$ cat src/rtl/enemy_pkg.sv
// Shared types for the enemy controller: walk directions, life and probe states.
package enemy_pkg;

  typedef enum logic [1:0] {
    LEFT  = 2'd0,
    RIGHT = 2'd1,
    DOWN  = 2'd2,
    UP    = 2'd3
  } dir_t;

  typedef enum logic [1:0] {
    INACTIVE  = 2'd0,
    ALIVE     = 2'd1,
    KNOCKBACK = 2'd2,
    DYING     = 2'd3
  } life_t;

  typedef enum logic [1:0] {
    IDLE    = 2'd0,
    PROBE_A = 2'd1,
    PROBE_B = 2'd2,
    COMMIT  = 2'd3
  } probe_t;

  localparam int unsigned CW = 8;

  function automatic dir_t opposite(input dir_t d);
    case (d)
      LEFT:    opposite = RIGHT;
      RIGHT:   opposite = LEFT;
      DOWN:    opposite = UP;
      default: opposite = DOWN;
    endcase
  endfunction

endpackage

$ cat src/rtl/frame_edge_det.sv
// One-Clk pulse on each rising edge of the vsync-rate frame tick.
module frame_edge_det (
  input  logic clk_i,
  input  logic rst_i,
  input  logic sig_i,
  output logic rise_o
);

  logic prev_q;

  always_ff @(posedge clk_i or posedge rst_i) begin
    if (rst_i) prev_q <= 1'b0;
    else       prev_q <= sig_i;
  end

  assign rise_o = sig_i & ~prev_q;

endmodule

$ cat src/rtl/level_rom.sv
// Room collision lookup: screen border walls plus one pillar in every room except 0.
module level_rom (
  input  logic [2:0] room,
  input  logic [9:0] x,
  input  logic [9:0] y,
  output logic       is_wall
);

  logic [9:0] px;
  logic       border;
  logic       pillar;

  assign px     = {1'b0, room, 6'b0} + 10'd128;
  assign border = (x < 10'd16) || (x >= 10'd608) || (y < 10'd16) || (y >= 10'd448);
  assign pillar = (room != 3'd0) && (x >= px) && (x < px + 10'd16) &&
                  (y >= 10'd128) && (y < 10'd320);
  assign is_wall = border || pillar;

endmodule

$ cat src/rtl/enemy_unit.sv
// Enemy sprite controller: life FSM, hit/knockback/death timers and a
// four-step wall-probe sequencer that commits one move per frame tick.
module enemy_unit
  import enemy_pkg::*;
#(
  parameter logic [9:0]  X_START       = 10'd700,
  parameter logic [9:0]  Y_START       = 10'd600,
  parameter logic [9:0]  STEP          = 10'd2,
  parameter logic [9:0]  SIZE          = 10'd32,
  parameter int unsigned HP_MAX        = 3,
  parameter logic [9:0]  KNOCK_STEP    = 10'd4,
  parameter int unsigned KNOCK_FRAMES  = 8,
  parameter int unsigned INVULN_FRAMES = 16,
  parameter int unsigned DEATH_FRAMES  = 12
) (
  input  logic       Clk,
  input  logic       Reset,
  input  logic       frame_clk,
  input  logic       initialize,
  input  logic [9:0] spawn_x,
  input  logic [9:0] spawn_y,
  input  logic       damage,
  input  logic [1:0] dir,
  input  logic [2:0] room,
  output logic [9:0] Enemy_X,
  output logic [9:0] Enemy_Y,
  output logic       active,
  output logic [2:0] hp,
  output logic       flash
);

  localparam logic [2:0]    HP_INIT = 3'(HP_MAX);
  localparam logic [CW-1:0] INV_INIT = CW'(INVULN_FRAMES);
  localparam logic [CW-1:0] KNK_INIT = CW'(KNOCK_FRAMES);
  localparam logic [CW-1:0] DTH_INIT = CW'(DEATH_FRAMES);

  life_t         life_q, life_d;
  probe_t        probe_q, probe_d;
  logic [9:0]    x_q, x_d, y_q, y_d;
  logic [9:0]    cx_q, cx_d, cy_q, cy_d;
  logic [2:0]    hp_q, hp_d;
  logic [CW-1:0] inv_q, inv_d, knock_q, knock_d, death_q, death_d;
  dir_t          kdir_q, kdir_d, mdir_q, mdir_d;
  logic          mknock_q, mknock_d;
  logic          pend_q, pend_d;
  logic          wall_q, wall_d;

  logic          fedge;
  logic          live;
  logic          hit_req;
  dir_t          sdir;
  logic [9:0]    sstep;
  logic [9:0]    probe_x, probe_y;
  logic          rom_wall;

  frame_edge_det u_edge (
    .clk_i  (Clk),
    .rst_i  (Reset),
    .sig_i  (frame_clk),
    .rise_o (fedge)
  );

  // PROBE_A and PROBE_B share one lookup; the two leading corners depend on the latched direction.
  always_comb begin
    if (probe_q == PROBE_B) begin
      probe_x = (mdir_q == LEFT) ? cx_q : cx_q + SIZE;
      probe_y = (mdir_q == UP)   ? cy_q : cy_q + SIZE;
    end else begin
      probe_x = (mdir_q == RIGHT) ? cx_q + SIZE : cx_q;
      probe_y = (mdir_q == DOWN)  ? cy_q + SIZE : cy_q;
    end
  end

  level_rom u_rom (
    .room    (room),
    .x       (probe_x),
    .y       (probe_y),
    .is_wall (rom_wall)
  );

  assign live    = (life_q == ALIVE) || (life_q == KNOCKBACK);
  assign hit_req = pend_q | damage;
  assign sdir    = (life_q == KNOCKBACK) ? kdir_q : dir_t'(dir);
  assign sstep   = (life_q == KNOCKBACK) ? KNOCK_STEP : STEP;

  always_comb begin
    life_d   = life_q;
    probe_d  = probe_q;
    x_d      = x_q;
    y_d      = y_q;
    cx_d     = cx_q;
    cy_d     = cy_q;
    hp_d     = hp_q;
    inv_d    = inv_q;
    knock_d  = knock_q;
    death_d  = death_q;
    kdir_d   = kdir_q;
    mdir_d   = mdir_q;
    mknock_d = mknock_q;
    pend_d   = pend_q | damage;
    wall_d   = wall_q;

    if (initialize) begin
      x_d     = spawn_x;
      y_d     = spawn_y;
      hp_d    = HP_INIT;
      inv_d   = '0;
      knock_d = '0;
      death_d = '0;
      pend_d  = 1'b0;
      wall_d  = 1'b0;
      life_d  = ALIVE;
      probe_d = IDLE;
    end else begin
      // A probe in flight when the enemy stops being live is abandoned without committing.
      if (!live) begin
        probe_d = IDLE;
      end else begin
        case (probe_q)
          IDLE: begin
            if (fedge) begin
              probe_d  = PROBE_A;
              mdir_d   = sdir;
              mknock_d = (life_q == KNOCKBACK);
              cx_d     = x_q;
              cy_d     = y_q;
              case (sdir)
                LEFT:    cx_d = x_q - sstep;
                RIGHT:   cx_d = x_q + sstep;
                DOWN:    cy_d = y_q + sstep;
                default: cy_d = y_q - sstep;
              endcase
            end
          end
          PROBE_A: begin
            wall_d  = rom_wall;
            probe_d = PROBE_B;
          end
          PROBE_B: begin
            wall_d  = wall_q | rom_wall;
            probe_d = COMMIT;
          end
          default: begin
            probe_d = IDLE;
            if (!wall_q) begin
              x_d = cx_q;
              y_d = cy_q;
            end else if (!mknock_q) begin
              case (mdir_q)
                LEFT:    x_d = x_q + 10'd1;
                RIGHT:   x_d = x_q - 10'd1;
                DOWN:    y_d = y_q - 10'd1;
                default: y_d = y_q + 10'd1;
              endcase
            end
          end
        endcase
      end

      if (fedge) begin
        pend_d  = 1'b0;
        inv_d   = (inv_q   != '0) ? inv_q   - 1'b1 : '0;
        knock_d = (knock_q != '0) ? knock_q - 1'b1 : '0;
        death_d = (death_q != '0) ? death_q - 1'b1 : '0;
        if (hit_req && live && (inv_q == '0)) begin
          hp_d    = hp_q - 3'd1;
          inv_d   = INV_INIT;
          knock_d = KNK_INIT;
          kdir_d  = opposite(dir_t'(dir));
          if (hp_q <= 3'd1) begin
            life_d  = DYING;
            death_d = DTH_INIT;
          end else begin
            life_d  = KNOCKBACK;
          end
        end else if (life_q == KNOCKBACK) begin
          if (knock_q <= 1) life_d = ALIVE;
        end else if (life_q == DYING) begin
          if (death_q <= 1) begin
            life_d = INACTIVE;
            x_d    = X_START;
            y_d    = Y_START;
            hp_d   = '0;
          end
        end
      end
    end
  end

  always_ff @(posedge Clk or posedge Reset) begin
    if (Reset) begin
      life_q   <= INACTIVE;
      probe_q  <= IDLE;
      x_q      <= X_START;
      y_q      <= Y_START;
      cx_q     <= '0;
      cy_q     <= '0;
      hp_q     <= '0;
      inv_q    <= '0;
      knock_q  <= '0;
      death_q  <= '0;
      kdir_q   <= LEFT;
      mdir_q   <= LEFT;
      mknock_q <= 1'b0;
      pend_q   <= 1'b0;
      wall_q   <= 1'b0;
    end else begin
      life_q   <= life_d;
      probe_q  <= probe_d;
      x_q      <= x_d;
      y_q      <= y_d;
      cx_q     <= cx_d;
      cy_q     <= cy_d;
      hp_q     <= hp_d;
      inv_q    <= inv_d;
      knock_q  <= knock_d;
      death_q  <= death_d;
      kdir_q   <= kdir_d;
      mdir_q   <= mdir_d;
      mknock_q <= mknock_d;
      pend_q   <= pend_d;
      wall_q   <= wall_d;
    end
  end

  assign Enemy_X = x_q;
  assign Enemy_Y = y_q;
  assign active  = live;
  assign hp      = hp_q;
  assign flash   = (inv_q != '0);

endmodule
$ cat config.mk
export PLATFORM = sky130hd
export DESIGN_NAME = enemy_unit
export DESIGN_NICKNAME = d
export VERILOG_FILES = /design/src/rtl/enemy_pkg.sv /design/src/rtl/frame_edge_det.sv /design/src/rtl/level_rom.sv /design/src/rtl/enemy_unit.sv
export SDC_FILE = /design/constraint.sdc
export NUM_CORES = 1
export LEC_CHECK = 0
export ABC_AREA = 1
export CAP_MARGIN = 0
export CORE_MARGIN = 2
export CORE_UTILIZATION = 31
export CTS_CLUSTER_SIZE = 20
export DETAILED_ROUTE_END_ITERATION = 10
export GPL_TIMING_DRIVEN = 0
export SLEW_MARGIN = 10
export SYNTH_ARGS = -nofsm -noshare
export SYNTH_HDL_FRONTEND = slang
export SYNTH_SLANG_ARGS = --single-unit
$ cat constraint.sdc
create_clock -name Clk -period 8.8 [get_ports Clk]
set_clock_uncertainty 0.1 [all_clocks]
set_input_delay 0.88 -clock Clk [delete_from_list [all_inputs] [get_ports Clk]]
set_output_delay 0.88 -clock Clk [all_outputs]
set_load 0.01 [all_outputs]
==> results.yml <==
outcome:
  status: "finished, final reports clean"
pwr:
  finalPower_mw: 2.229
  p_per_area_mw_per_mm2: 296.9
  p_leak_nw: 3.533
  peakVddDrop_uv: 194.9
floorplanning:
  dieWidth_um: 146.7
  std_cell_rows: 52
  num_io_pins: 55
  start_util_pct: 31.40
  coreArea_sq_mm: 0.02010
  die_area_sq_mm: 0.02152
  fp.dieH_um: 146.7
setup_path:
  regToRegEndpoint: "cy_q[8]$_DFFE_PP0P_"
  cp_max_fo: 7
  rr_startpoint: "life_q[0]$_DFFE_PP0P_"
  critPathRequiredTime_ns: 8.92
  cp.arrival_ns: 3.88
  worstRegToRegCells: 17
  critPathLaunchType: "input port"
  r2r_slack_ns: 5.30
  worstSetupPathType: "in -> reg"
  endpoint_kind: "flop"
clock_tree:
  cts_buffers: 9
  cts-root-buf: "clkbuf_16"
  cts_buffer_depth: 2
  clk_pin_slew_ns: 0.06
  postCtsHoldBufs: 0
  clk-insertion-delay-late_ns: 0.36
  cts_tree: "done"
  post-cts-setup-buffers: 0
  cts_resized: 0
  clock-sinks: 79
  cts-htree-levels: 3
timing:
  slew_viol_final: 0
  whs_ns: 0.3935
  final_hold_viol_count: 0
  setup_viol: 0
  worst_pin_slew_ns: 0.7331
  tns_ns: 0
  period_share_pct: 42.81
  finalWorstSetupSlack_ns: 5.033
  clock.fmax_ghz: 0.2655
  timing.slew.headroom_pct: 51.13
  rsz0062_at_grt: "no"
  fin_crit_ns: 3.767
global_route:
  grt_pass1_wl_um: 30730
  grt_max_degree: 57
  grt_pass1_vias: 5786
  grt_use_total_pct: 18.05
  grt-ovfl-total: 0
  grt_antenna_before_repair: 0
synthesis:
  synth_area_sq_mm: 0.006312
  ys_types: 51
  netlist_instances: 893
  ys_seq_area_share_pct: 31.52
  syn-num-nets: 965
  async_flop_share_pct: 100.0
  synth_edf_count: 0
  synth_warnings: 0
  yosys_most_used_dff: "dfrtp_1"
  avgSynthCellArea_sq_um: 7.069
  synth-seq-cells: 79
route:
  vias: 6162
  drc: 0
  antenna_left: 0
  wl_um: 18980
  via_per_inst: 4.998
  first_pass_iters: 5
  wl_per_cell_um: 15.39
  drt_iter0_markers: 414
placed_design:
  gp_congestion: 0.8744
  dp_hpwl_um: 14130
  dpl_worst_slack_ns: 4.716
  numPortBuffers: 53
worst_hold_path:
  hp-class: "reg -> reg"
  min_delay_worst_endpoint: "cy_q[3]$_DFFE_PP0P_"
  whs_path_depth: 2
  hp-start: "cy_q[3]$_DFFE_PP0P_"
cells_and_area:
  area_delta_synth_final_pct: 18.97
  final_cell_mix: "nand2_1 (227), inv_1 (112), nor2_1 (81)"
  final_common_cell: "nand2_1"
  drive_gt1_share_pct: 9.657
  n_antenna_cell: 0
  final_nets: 1030
job:
  maxCapViolations: 0
-- cells in the mapped netlist, types with 14 or more instances --
cell / number / area [sq um]
nand2_1: 227 / 852.1
o22ai_1: 16 / 100.1
nor2_1: 81 / 304.0
o21ai_0: 47 / 235.2
o221ai_1: 15 / 131.4
ha_1: 40 / 500.5
dfrtp_1: 69 / 1727
a21oi_1: 59 / 295.3
inv_1: 113 / 424.2
nand2_2: 14 / 87.58
xor2_1: 20 / 175.2
nand3_1: 55 / 275.3
-- through the flow --
stage	util [%]	std cells	instance area, sq um
after floorplan	-	893	6312
after global placement	35.72	1216	7181
after detailed placement	35.87	1217	7211
after CTS	37.35	1233	7510
after global routing	37.35	1233	7510
final	37.35	1233	7510
-- metal layers --
metal	track usage, %	part of all wire [%]
met1	25.14	47
met2	29.27	46
met3	3.075	5.6
met4	4.369	1.1
met5	0	0
-- cell type report --
class,instances,area [sq um]
tap,270,337.8
sequential,79,1989
clock inverter,7,73.82
fill,2130,12590
clock buffer,9,225.2
multi-input combinational,669,3721
buffer,20,125.1
inverter,125,479.2
timing repair buffer,54,558.0
-- logic make-up (layout without fill, tap and decap cells) --
family | count (synthesis) | after routing | share of synthesized area (%)
flip-flops | 79 | 79 | 31.52
XOR/XNOR | 28 | 28 | 4.004
multiplexers | 1 | 1 | 0.2378
AND/OR/NAND/NOR | 423 | 423 | 29.57
adder cells (fa/ha/maj) | 42 | 42 | 8.563
buffers and inverters | 145 | 215 | 9.534
AO/OA/AOI/OAI | 175 | 175 | 16.57
-- state kept, by name, summed over array words and instances, names as in the netlist, 2 cells and up --
register and cells:
cx_q 10, cy_q 10, Enemy_X 10, death_q 8, inv_q 8, probe_q 2, kdir_q 2, Enemy_Y 10
life_q 2, knock_q 8, hp 3, mdir_q 2
-- critical path: stages --
cell and delay, ns:
clkdlybuf4s50_1 0.51, nor2_1 0.08, nor2_2 0.39, nand2_1 0.31
ha_1 0.41, a21oi_1 0.15, nand2_1 0.10, nand2_1 0.07
nand2_1 0.05, a21oi_1 0.17, nor2_1 0.09, o21ai_0 0.22
a21oi_1 0.09, o21ai_0 0.23, o21ai_0 0.12
-- where the power goes --
group / total (mW) / internal, mW / switching (mW) / leakage (nW)
Clock: 0.397 / 0.220 / 0.176 / 0.134
Sequential: 0.587 / 0.479 / 0.108 / 0.983
Combinational: 1.25 / 0.482 / 0.764 / 2.42
-- how the worst max path moves through the flow --
| stage | startpoint | slack, ns | endpoint |
|---|---|---|---|
| global route | dir[1] | 4.75 | cx_q[9]$_DFFE_PP0P_ |
| floorplan | dir[1] | 5.69 | cy_q[9]$_DFFE_PP0P_ |
| detailed placement | dir[1] | 4.72 | cy_q[8]$_DFFE_PP0P_ |
| CTS | dir[1] | 5.09 | cy_q[8]$_DFFE_PP0P_ |
| finish | dir[1] | 5.03 | cy_q[8]$_DFFE_PP0P_ |
| global placement | Reset | 4.12 | Enemy_Y[5]$_DFF_PP0_ |
Note: power is estimated with default switching activity, not from simulation.
